--- src/rtl/switch_out_arbiter_if.sv ---
// Handshake bundle between the four switch inputs, one output arbiter and
// its output port. The slave view belongs to the arbiter, the master view to
// whatever drives the inputs and sinks the output.
`timescale 1ns/1ps
interface switch_out_arbiter_if;
  logic [3:0]  in_valid;
  logic [63:0] in_data;
  logic [3:0]  in_suspend;
  logic        out_valid;
  logic [15:0] out_data;
  logic [1:0]  out_src;
  logic        out_suspend;

  modport slave (
    input  in_valid, in_data, out_suspend,
    output in_suspend, out_valid, out_data, out_src
  );

  modport master (
    output in_valid, in_data, out_suspend,
    input  in_suspend, out_valid, out_data, out_src
  );
endinterface

--- src/rtl/switch_out_arbiter.sv ---
// Output-port scheduler for the 4-port packet switch.
// Buffers one packet per input whose target bit matches PORT_ID, picks the
// next one round-robin and emits it as a one-cycle strobe, followed by an
// enforced idle gap so that packets leave at most once per 1+IDLE_GAP cycles.
// Optional feature macro: SWITCH_ARB_STATS_EN (per-input grant counters).
`timescale 1ns/1ps
module switch_out_arbiter #(
  parameter int PORT_ID  = 0,
  parameter int IDLE_GAP = 2
) (
  input  logic                   clk,
  input  logic                   reset,
  switch_out_arbiter_if.slave    sw,
  input  logic [1:0]             stat_sel,
  input  logic                   stat_clr,
  output logic [15:0]            stat_count
);

  typedef enum logic [1:0] {IDLE, SEND, GAP} state_t;

  // The IDLE cycle in which the next grant is decided is itself an output
  // idle cycle, so the GAP state only needs to cover IDLE_GAP-1 cycles.
  localparam logic [3:0] GAP_LOAD = (IDLE_GAP > 1) ? 4'(IDLE_GAP - 1) : 4'd1;

  state_t      state_q, state_d;
  logic [1:0]  rr_ptr_q, rr_ptr_d;
  logic [3:0]  gap_cnt_q, gap_cnt_d;
  logic        out_valid_q, out_valid_d;
  logic [15:0] out_data_q, out_data_d;
  logic [1:0]  out_src_q, out_src_d;

  logic [3:0]  buf_vld_q, buf_vld_d;
  logic [15:0] buf_data_q [4];
  logic [15:0] buf_data_d [4];

  logic [3:0]  capture;
  logic [3:0]  grant_vec;
  logic        grant;
  logic [1:0]  win;

  genvar gi;

  // Per-input holding buffer: capture only a matching word into an empty slot;
  // a slot is never captured and granted in the same cycle.
  generate
    for (gi = 0; gi < 4; gi++) begin : g_in
      assign capture[gi]    = sw.in_valid[gi] & ~buf_vld_q[gi]
                            & sw.in_data[16*gi + PORT_ID];
      assign buf_vld_d[gi]  = capture[gi] | (buf_vld_q[gi] & ~grant_vec[gi]);
      assign buf_data_d[gi] = capture[gi] ? sw.in_data[16*gi +: 16] : buf_data_q[gi];
    end
  endgenerate

  // Buffer storage; reset drops every held packet.
  always_ff @(posedge clk or posedge reset) begin
    if (reset) begin
      buf_vld_q <= 4'b0;
      for (int i = 0; i < 4; i++) buf_data_q[i] <= 16'h0;
    end else begin
      buf_vld_q <= buf_vld_d;
      for (int i = 0; i < 4; i++) buf_data_q[i] <= buf_data_d[i];
    end
  end

  assign sw.in_suspend = buf_vld_q;

  // Round-robin pick: first occupied buffer at rr_ptr, rr_ptr+1, ... (mod 4).
  always_comb begin
    win = rr_ptr_q;
    for (int k = 3; k >= 0; k--) begin
      if (buf_vld_q[2'(rr_ptr_q + 2'(k))]) win = 2'(rr_ptr_q + 2'(k));
    end
  end

  assign grant_vec = grant ? (4'b0001 << win) : 4'b0000;

  // Next-state and output logic of the scheduler.
  always_comb begin
    state_d     = state_q;
    rr_ptr_d    = rr_ptr_q;
    gap_cnt_d   = gap_cnt_q;
    out_valid_d = 1'b0;
    out_data_d  = out_data_q;
    out_src_d   = out_src_q;
    grant       = 1'b0;
    case (state_q)
      IDLE: begin
        if ((|buf_vld_q) && !sw.out_suspend) begin
          grant       = 1'b1;
          out_valid_d = 1'b1;
          out_data_d  = buf_data_q[win];
          out_src_d   = win;
          rr_ptr_d    = 2'(win + 2'd1);
          state_d     = SEND;
        end
      end
      SEND: begin
        if (IDLE_GAP < 2) begin
          state_d = IDLE;
        end else begin
          state_d   = GAP;
          gap_cnt_d = GAP_LOAD;
        end
      end
      GAP: begin
        gap_cnt_d = gap_cnt_q - 4'd1;
        if (gap_cnt_q <= 4'd1) state_d = IDLE;
      end
      default: state_d = IDLE;
    endcase
  end

  // Scheduler state and registered output port.
  always_ff @(posedge clk or posedge reset) begin
    if (reset) begin
      state_q     <= IDLE;
      rr_ptr_q    <= 2'd0;
      gap_cnt_q   <= 4'd0;
      out_valid_q <= 1'b0;
      out_data_q  <= 16'h0;
      out_src_q   <= 2'd0;
    end else begin
      state_q     <= state_d;
      rr_ptr_q    <= rr_ptr_d;
      gap_cnt_q   <= gap_cnt_d;
      out_valid_q <= out_valid_d;
      out_data_q  <= out_data_d;
      out_src_q   <= out_src_d;
    end
  end

  assign sw.out_valid = out_valid_q;
  assign sw.out_data  = out_data_q;
  assign sw.out_src   = out_src_q;

`ifdef SWITCH_ARB_STATS_EN
  logic [15:0] cnt_q [4];
  logic [15:0] cnt_d [4];

  // Saturating grant counters; a clear overrides a same-cycle grant.
  generate
    for (gi = 0; gi < 4; gi++) begin : g_cnt
      assign cnt_d[gi] = stat_clr ? 16'h0 :
                         (grant_vec[gi] && cnt_q[gi] != 16'hFFFF) ? cnt_q[gi] + 16'd1 :
                         cnt_q[gi];
    end
  endgenerate

  // Counter storage.
  always_ff @(posedge clk or posedge reset) begin
    if (reset) begin
      for (int i = 0; i < 4; i++) cnt_q[i] <= 16'h0;
    end else begin
      for (int i = 0; i < 4; i++) cnt_q[i] <= cnt_d[i];
    end
  end

  assign stat_count = cnt_q[stat_sel];
`else
  logic unused_stat;
  assign unused_stat = ^{stat_sel, stat_clr};
  assign stat_count  = 16'h0;
`endif

endmodule

--- src/flat_wrapper.sv ---
// flat-port wrapper written by rule: the top's interface ports become plain ports
module switch_out_arbiter_flat 
#(
  parameter int PORT_ID  = 0,
  parameter int IDLE_GAP = 2
)
  (clk, reset, stat_sel, stat_clr, stat_count, sw_in_valid, sw_in_data, sw_out_suspend, sw_in_suspend, sw_out_valid, sw_out_data, sw_out_src);
  switch_out_arbiter_if sw_i ();
  input  logic clk;
  input  logic reset;
  input  logic [1:0] stat_sel;
  input  logic stat_clr;
  output logic [15:0] stat_count;
  input wire logic [$bits(sw_i.in_valid)-1:0] sw_in_valid;
  input wire logic [$bits(sw_i.in_data)-1:0] sw_in_data;
  input wire logic [$bits(sw_i.out_suspend)-1:0] sw_out_suspend;
  output wire logic [$bits(sw_i.in_suspend)-1:0] sw_in_suspend;
  output wire logic [$bits(sw_i.out_valid)-1:0] sw_out_valid;
  output wire logic [$bits(sw_i.out_data)-1:0] sw_out_data;
  output wire logic [$bits(sw_i.out_src)-1:0] sw_out_src;
  assign sw_i.in_valid = sw_in_valid;
  assign sw_i.in_data = sw_in_data;
  assign sw_i.out_suspend = sw_out_suspend;
  assign sw_in_suspend = sw_i.in_suspend;
  assign sw_out_valid = sw_i.out_valid;
  assign sw_out_data = sw_i.out_data;
  assign sw_out_src = sw_i.out_src;
  switch_out_arbiter #(.PORT_ID(PORT_ID), .IDLE_GAP(IDLE_GAP)) u_core (.clk(clk), .reset(reset), .sw(sw_i), .stat_sel(stat_sel), .stat_clr(stat_clr), .stat_count(stat_count));
endmodule
--- config.mk ---
export PLATFORM = sky130hd
export DESIGN_NAME = switch_out_arbiter_flat
export DESIGN_NICKNAME = d
export VERILOG_FILES = /design/src/rtl/switch_out_arbiter_if.sv /design/src/rtl/switch_out_arbiter.sv /design/src/flat_wrapper.sv
export SDC_FILE = /design/constraint.sdc
export NUM_CORES = 1
export LEC_CHECK = 0
export CORE_ASPECT_RATIO = 0.6
export CORE_UTILIZATION = 45
export CTS_CLUSTER_DIAMETER = 50
export DETAILED_ROUTE_END_ITERATION = 16
export HOLD_SLACK_MARGIN = 0.02
export PLACE_DENSITY = 0.74
export SYNTH_ARGS = -nofsm -noshare
export SYNTH_HDL_FRONTEND = slang
export SYNTH_SLANG_ARGS = --single-unit
--- constraint.sdc ---
create_clock -name clk -period 3.4 [get_ports clk]
set_clock_uncertainty 0.1 [all_clocks]
set_input_delay 0.51 -clock clk [delete_from_list [all_inputs] [get_ports clk]]
set_output_delay 0.51 -clock clk [all_outputs]
set_load 0.005 [all_outputs]
==> metrics, run 1 <==
Slew Limit Fails 0; Final Critical Period 2.625 ns; Sw Pwr 0.001847 W; Pint approximately 0.0035 W; CTS Sinks 95; post-CTS sizing 0; Syn Std Cell Area about 0.0045 mm²; RSZ-0062 raised after global routing false; Clock transition at path regs 0.07 ns; Hold Path Class flop to flop; CTS Root Cell clkbuf_16; number of global-route vias before repair ~3000; #FFs+latches synth between 90 and 100; dpl cells roughly 560; layout cells sized above 1 a little under a quarter; CP max stage delay approximately 0.64 ns; DRT iter0 DRCs about 150; ant diodes 0; CTS Buffer Depth 2; Vias/cell 5.179; r2r worst-path depth 5; asr flop ratio synth 100.0%; I/O pin count approximately 110; Syn Area/Cell ~13 µm²; endpoints failing hold 0; Req. time, crit path approximately 3.5 ns; Multi-input gate area 0.001904 mm²; design area 0.005787 mm²; Post-CTS Hold Buffers 0; core area 0.009392 mm²; Sw Share 34.77%; register area ~0.0024 mm²; synth warn 0; Final nets about 520; grt total ovfl 0; status completed; starting density of the core 47.47%; htree depth 3; most frequent cell after synthesis dfrtp_1; Rel. slew slack roughly 43%; Logic pwr share 41.0%; Final Setup Violations 0; PwrDens between 900 and 1000 mW/mm²; worst hold start u_core.buf_data_q[48]$_DFFE_PP0P_; r2r setup slk approximately 0.78 ns; Antenna Nets Post-Route 0; die span in x ~130 µm; FP Rows 27; die height roughly 79 µm; Yosys top cell by area dfrtp_1; via count roughly 3000; Pwr Total ~0.0053 W; initial antenna violation count 0; FF-to-FF End u_core.sw.out_data[2]$_DFFE_PP0P_; Mapped Cells ~350; Yosys cell types 45; Routability Congestion 0.7900; reg2reg start u_core.sw.in_suspend[0]$_DFF_PP0_; Post-synth EDFFs 0; Post-Layout Cell Count slightly below 600; die area around 0.010 mm²; Wirelength per Cell ~18 µm; VDD IR max approximately 580 µV; global-route wire length before repair around 16000 µm; TritonRoute pass-1 iters 4; main area contributors after synthesis dfrtp_1 53%, mux2_2 16%, a211oi_1 4.2%; Crit-path slowest cell a211oi_1; FILL cells roughly 750; CP startpoint kind flop; Worst Tran Pin Value ~0.86 ns; TNS Setup 0 ns; dpl cell area about 0.0055 mm²; worst-path maximum fanout 19; WL final a little over 10000 µm; Crit. End Element flop; critical path, cell by cell nor2b_1, o21ai_2, nand3_2, a211oi_1, a211oi_2; dpl hpwl around 7300 µm; sequential share of power a little under two fifths; area share of the largest cell type after synthesis 53.33%; Clk network pwr share about 21%; Synth top cells by count 95 x dfrtp_1, 62 x mux2_2, 25 x a211oi_1, 20 x nor2_1, 18 x buf_4; Post-CTS Setup Inserts 0; Max Clk Rate approximately 380 MHz; Worst Path Class, Setup flop to flop; Main synth FF type dfrtp_1; Num CTS Buffers 9; worst skew pair latency approximately 0.35 ns; port buffer count 93; worst hold stages 1; leak pwr between 2 and 2.5 nW; Worst EP arrival about 2.7 ns; crit share post-route between 70 and 80%; CTS tree done; drt drc 0; total global-route track usage between 20% and 30%; hold endpoint u_core.buf_data_q[48]$_DFFE_PP0P_; P&R area growth vs syn 29.81%; Seq/Total Area, Yosys a little over half; Max-Cap Viols 0; largest net degree at the start of global routing 36
## through the flow
stage               hold slack (ns)  util [%]  setup WS [ns]
finish                       0.3707     61.62         0.7755
CTS                          0.3669     61.62         0.8039
floorplan                    0.3258         -         0.3130
global placement             0.3457     58.13         0.8147
detailed placement           0.3509     58.13         0.7638
global route                 0.3830     61.62         0.6338
## power by group through the flow
stage | clock network, W | logic, W | registers, W
2_1_floorplan | 0 | 0.00155 | 0.00192
3_3_place_gp | 0 | 0.00210 | 0.00202
3_5_place_dp | 0 | 0.00218 | 0.00205
4_1_cts | 0.00112 | 0.00219 | 0.00204
5_1_grt | 0.00117 | 0.00238 | 0.00210
6_report | 0.00110 | 0.00218 | 0.00204
## area by class of cell
class / count / share of cell area (%)
multi-input cells: 228 / 32.91
clock inverters: 7 / 1.773
well taps: 130 / 2.811
flip-flops and latches: 95 / 41.08
repair buffers: 100 / 16.99
inverters: 8 / 0.5405
clock buffers: 9 / 3.892
## cell usage in the layout, fill, tap and decap left out, drive strengths merged, types with 8 or more instances in the layout
master / n
a211oi: 33
and4: 15
clkbuf: 9
clkdlybuf4s50: 93
conb: 16
dfrtp: 95
inv: 11
mux2: 62
mux2i: 16
nand2: 13
nor2: 20
o21ai: 8
## critical path, delay by kind of cell, from the launching register on
| family | cells | cell delay, ns |
|---|---|---|
| AOI/OAI and AO/OA | 3 | 1.22 |
| DFF | 1 | 0.48 |
| and+or+nand+nor | 2 | 0.67 |
## registers in the layout, summed over array words and instances (netlist names)
signal,cells
u_core.sw.out_data,16
u_core.gap_cnt_q,4
u_core.state_q,2
u_core.buf_data_q,64
u_core.rr_ptr_q,2
u_core.sw.in_suspend,4
u_core.sw.out_src,2
u_core.sw.out_valid,1
## metal layers
layer | global-route usage (%) | routed length (µm) | up-vias
li1 | - | - | 1415
met1 | 30.78 | 4976 | 1460
met2 | 29.89 | 4297 | 99
met3 | 7.345 | 748 | 14
met4 | 6.437 | 116 | 0
met5 | 0 | 0 | -
## worst max-delay path by stage
stage                                         to                              start  slack [ns]  cells after the start
2_1_floorplan   u_core.buf_data_q[0]$_DFFE_PP0P_                              reset        0.31                      1
3_3_place_gp   u_core.sw.out_data[1]$_DFFE_PP0P_                     sw_out_suspend        0.81                      7
3_5_place_dp   u_core.sw.out_data[1]$_DFFE_PP0P_                     sw_out_suspend        0.76                      7
4_1_cts        u_core.sw.out_data[2]$_DFFE_PP0P_  u_core.sw.in_suspend[0]$_DFF_PP0_        0.80                      5
5_1_grt        u_core.sw.out_data[2]$_DFFE_PP0P_  u_core.sw.in_suspend[0]$_DFF_PP0_        0.63                      5
6_report       u_core.sw.out_data[2]$_DFFE_PP0P_  u_core.sw.in_suspend[0]$_DFF_PP0_        0.78                      5
## cell families (layout without fill, tap and decap cells)
logic type	Yosys count	after routing	share of synthesized area [%]
xor+xnor	1	1	0.1965
mux	78	78	19.25
other cells	1	16	0.08412
fa+ha+maj	6	6	1.684
flops	95	95	53.33
simple gates	71	71	9.795
compound gates	56	56	10.30
buf+inv	39	124	5.360
No activity file was read; power rests on OpenSTA's default activity.
==> inputs of run 2 (changes only) <==
- clock period: 3.4 -> 2.8 ns (I/O delays scaled with it)
==> run 2 against run 1 <==
Net effect:
- first-iteration DRC count increased by 25%
- die area unchanged
- critical path depth unchanged
- combinational power increased by 23%
- via count increased by 0.50%
- flip-flop and latch count unchanged
- clock power increased by 12%
- power increased by 20%
- worst hold slack improved by 0.00080 ns
- maximum frequency increased by 5.8%
- wire length increased by 0.29%
==> metrics, run 2 (synthesis results as in run 1) <==
status completed; CP startpoint kind flop; FILL cells between 700 and 800; layout cells sized above 1 a little under a quarter; worst skew pair latency around 0.34 ns; Wirelength per Cell around 18 µm; Hold Path Class flop to flop; Worst Tran Pin Value about 0.6 ns; Final nets ~530; drt drc 0; dpl hpwl around 7400 µm; Antenna Nets Post-Route 0; worst-path maximum fanout 19; die height just under 80 µm; Post-CTS Hold Buffers 0; WL final 10170 µm; worst hold start u_core.buf_data_q[16]$_DFFE_PP0P_; FP Rows 27; Worst EP arrival 2.58 ns; CTS Buffer Depth 2; Num CTS Buffers 9; reg2reg start u_core.sw.in_suspend[0]$_DFF_PP0_; Final Critical Period approximately 2.5 ns; hold endpoint u_core.buf_data_q[16]$_DFFE_PP0P_; ant diodes 0; port buffer count 93; r2r worst-path depth 5; Top reg by flops u_core.buf_data_q; Bufs and invs on worst path 0; crit share post-route roughly 89%; VDD IR max between 400 and 500 µV; DRT iter0 DRCs 190; Post-CTS Setup Inserts 0; PwrDens around 1100 mW/mm²; hold_ws between 0.3 and 0.4 ns; r2r setup slk about 0.32 ns; most common cell after layout, fill and taps aside dfrtp_1; starting density of the core 47.47%; grt total ovfl 0; htree depth 3; Final Util about three fifths; RSZ-0062 raised after global routing false; leak pwr roughly 2.4 nW; FF-to-FF End u_core.sw.out_data[1]$_DFFE_PP0P_; endpoints failing hold 0; TNS Setup 0 ns; Crit-path slowest cell a211oi_1; Worst Path Class, Setup flop to flop; Multi-input gate area ~0.0019 mm²; CTS Root Cell clkbuf_16; Clock transition at path regs 0.06 ns; Vias/cell approximately 5.2; largest net degree at the start of global routing 41; initial antenna violation count 0; die area about 0.010 mm²; worst hold stages 1; core area about 0.0094 mm²; I/O pin count about 110; total global-route track usage approximately a fifth; commonest non-fill, non-tap cells in the layout 95 x dfrtp_1, 93 x clkdlybuf4s50_1, 62 x mux2_2; CTS tree done; P&R area growth vs syn 30.00%; register area around 0.0024 mm²; Routability Congestion just over 0.8; Req. time, crit path between 2 and 3 ns; Max Clk Rate 403.1 MHz; CP max stage delay ~0.60 ns; die span in x 130.5 µm; Crit. End Element flop; CTS Sinks between 90 and 100; critical path, cell by cell nor2b_1, o21bai_2, nand3_2, a211oi_1, a211oi_2; post-CTS sizing 0; Final Setup Violations 0; global-route wire length before repair 16220 µm; max FFs per register 64; TritonRoute pass-1 iters 4; Rel. slew slack about three fifths; number of global-route vias before repair approximately 3000; via count approximately 3000; Slew Limit Fails 0; Max-Cap Viols 0; CP delay by family, top compound AO/OA/AOI/OAI gates
[run 2: layout make-up]
type	instances	share of cell area, %
Tap cell	130	2.807
Timing Repair Buffer	103	17.57
Sequential cell	95	41.02
Multi-Input combinational cell	228	32.86
Clock inverter	3	0.7340
Clock buffer	12	4.426
Inverter	8	0.5829
[run 2: stage by stage]
stage / setup slack [ns] / power [W] / instances / instance area, µm²
3_5_place_dp: 0.3041 / 0.005169 / 564 / 5497
3_3_place_gp: 0.3336 / 0.005037 / 564 / 5497
4_1_cts: 0.3722 / 0.006426 / 579 / 5796
2_1_floorplan: 0.9124 / 0.004213 / 362 / 4518
6_report: 0.3190 / 0.006401 / 579 / 5796
5_1_grt: 0.1235 / 0.006806 / 579 / 5796
[run 2: routing by layer]
layer	part of all wire, %	up-vias	wire length [µm]	global-route usage, %
met2	43	107	4349	29.42
li1	-	1427	-	-
met3	6.3	7	638	5.728
met1	50	1462	5116	32.73
met5	0	-	0	0
met4	0.61	0	62	5.747
[run 2: how the worst max path moves through the flow]
stage	from	endpoint	cells past startpoint
finish	u_core.sw.in_suspend[0]$_DFF_PP0_	u_core.sw.out_data[1]$_DFFE_PP0P_	5
global placement	sw_out_suspend	u_core.sw.out_data[4]$_DFFE_PP0P_	7
global route	u_core.sw.in_suspend[1]$_DFF_PP0_	u_core.sw.out_data[1]$_DFFE_PP0P_	5
floorplan	u_core.sw.in_suspend[3]$_DFF_PP0_	u_core.state_q[0]$_DFFE_PP0P_	4
CTS	u_core.sw.in_suspend[0]$_DFF_PP0_	u_core.sw.out_data[1]$_DFFE_PP0P_	5
detailed placement	sw_out_suspend	u_core.sw.out_data[1]$_DFFE_PP0P_	7
[run 2: where the power goes]
group | switching (W) | total (W) | leakage, nW | internal (W)
logic | 0.00129 | 0.00269 | 1.17 | 0.00140
registers | 0.000451 | 0.00248 | 1.11 | 0.00203
clock network | 0.000497 | 0.00123 | 0.145 | 0.000734
total | 0.00224 | 0.00640 | 2.42 | 0.00416
[run 2: worst register-to-register path, cell delays in order (launching register included)]
cell      delay (ns)
dfrtp_1         0.47
nor2b_1         0.21
o21bai_2        0.46
nand3_2         0.42
a211oi_1        0.60
a211oi_2        0.09
==> RTL change, RTL diff (settings of run 2) <==
Take the reset off `out_data_q` and load it in a clocked block of its own.
--- a/src/rtl/switch_out_arbiter.sv
+++ b/src/rtl/switch_out_arbiter.sv
@@ -119,3 +119,2 @@
       out_valid_q <= 1'b0;
-      out_data_q  <= 16'h0;
       out_src_q   <= 2'd0;
@@ -126,5 +125,8 @@
       out_valid_q <= out_valid_d;
-      out_data_q  <= out_data_d;
       out_src_q   <= out_src_d;
     end
+  end
+
+  always_ff @(posedge clk) begin
+    out_data_q <= out_data_d;
   end
Formal check against the unedited RTL: differs if reset is asserted again (counterexample within 4 cycles, from zero or initial values and one cycle with reset high); with reset held inactive, the same outputs for 4 cycles.
==> RTL change against run 2 <==
  * Routed wire length down 6.2%
  * Sequential cell count is the same
  * Worst setup slack gained 0.21 ns
  * First-iteration DRC count grew 15%
  * Total power is 2.1% higher
  * Sequential share of layout area grew 2.4 points
  * Synthesized area shrank 3.0%
  * Utilization decreased by 0.59 points
  * Maximum frequency increased by 9.2%
  * Design area decreased by 2.4%
  * Largest power group unchanged
  * Highest routed layer unchanged
==> RTL change: results (changes against run 2) <==
* Min-delay src: u_core.buf_data_q[32]
* Top cells by count, synth: 79 x dfrtp_1, 62 x mux2_2, 56 x nand2_1
* Xor/xnor share of the synthesized area at 0 (-0.001965)
* Yosys cell types at 36 (-20%)
* RePlAce Congestion at 0.8006 (-2.7%)
* Met1 Use GR at 0.2941 (-0.03312)
* Status: finished, final reports clean
* Worst reg-to-reg setup slack at 0.53 ns (+0.21 ns)
* R2R depth at 6 (+1)
* DR iter-0 viols at 218 (+15%)
* P_int at 4297 uW (+3.2%)
* Switch Pwr at 2239 uW (+0.14%)
* Max incr delay on CP at 0.52 ns (-0.08 ns)
* Post-synthesis mux area share at 0.1637 (-0.02881)
* Vias in the first global route at 3000 (-1.2%)
* Delay-heaviest family, CP: simple AND/OR/NAND/NOR gates
* Vias per cell at 5.093 (-1.8%)
* GRT Total Usage at 0.2099 (-0.003738)
* Seq/Total Area, Yosys at 0.5681 (+0.03486)
* Synth top area share at 0.4570 (-0.07621)
* Leakage power at 0.002328 uW (-4.0%)
* Post-synth ARST share at 0.8316 (-0.1684)
* Compound-Gate Fraction of Synth Area at 0.1030 (about the same)
* Top cells by area, synth: dfrtp_1 46%, mux2_2 16%, edfxtp_1 11%, nand2_1 4.9%, a32oi_1 3.2%
* First-pass GRT wire length at 15.49 mm (-4.5%)
* Post-Synth Adder-Cell Area at 0.01736 (+0.0005163)
* Final #Nets at 524 (-0.19%)
* Routing usage on met3 at 0.08276 (+0.02548)
* Max IR drop VDD at 0.6295 mV (+53%)
* Slew @ Worst Pin at 0.9850 ns (+0.3824 ns)
* Post-Route M1 WL at 4.553 mm (-11%)
* Met3 wire length at 819 um (+28%)
* FILL cells at 752 (-0.66%)
* Number of flops mapped to enable cells by yosys at 16 (+16)
* Metal2 WL at 4.076 mm (-6.3%)
* CP max-delay cell: or4_4
* DP Area at 5349 sq um (-2.7%)
* Post-Route WL at 9.535 mm (-6.2%)
## RTL change: cell types whose count changed after synthesis, moves of 3 or more
cell | run 2 | this run
a211oi_1 | 25 | 0
a211oi_2 | 8 | 0
a21oi_1 | 1 | 11
a21oi_2 | 1 | 12
a32oi_1 | 0 | 16
and4_1 | 15 | 0
buf_2 | 5 | 2
buf_6 | 1 | 6
dfrtp_1 | 95 | 79
edfxtp_1 | 0 | 16
mux2i_1 | 16 | 1
nand2_1 | 13 | 56
nor2_1 | 20 | 6
## RTL change: how the worst min path moves through the flow
stage                            end  slack (ns)  cells past startpoint
6_report       u_core.buf_data_q[32]        0.37                      1
4_1_cts        u_core.buf_data_q[32]        0.38                      1
2_1_floorplan  u_core.buf_data_q[16]        0.33                      1
3_3_place_gp   u_core.buf_data_q[32]        0.35                      1
5_1_grt        u_core.buf_data_q[16]        0.39                      1
3_5_place_dp   u_core.buf_data_q[32]        0.36                      1
## RTL change: layout make-up
type / instances / area [sq um] / area share
clock buffers: 11 / 252.7 / 0.04467
clock inverters: 5 / 56.30 / 0.009951
inverters: 9 / 35.03 / 0.006192
multi-input cells: 225 / 1655 / 0.2926
flip-flops and latches: 95 / 2457 / 0.4343
well taps: 130 / 162.7 / 0.02875
repair buffers: 104 / 1039 / 0.1835
## RTL change: stage by stage
step                cells  worst slack [ns]
floorplan             360            0.2566
global placement      563            0.6217
detailed placement    563            0.5457
CTS                   579            0.5359
global route          579            0.3624
finish                579            0.5279
## RTL change: kinds of logic (layout without fill, tap and decap cells)
| family | Yosys count | count (layout) |
|---|---|---|
| compound gates | 59 | 59 |
| other cells | 1 | 16 |
| simple gates | 81 | 81 |
| buf+inv | 40 | 129 |
| fa+ha+maj | 6 | 6 |
| flops | 95 | 95 |
| mux | 63 | 63 |
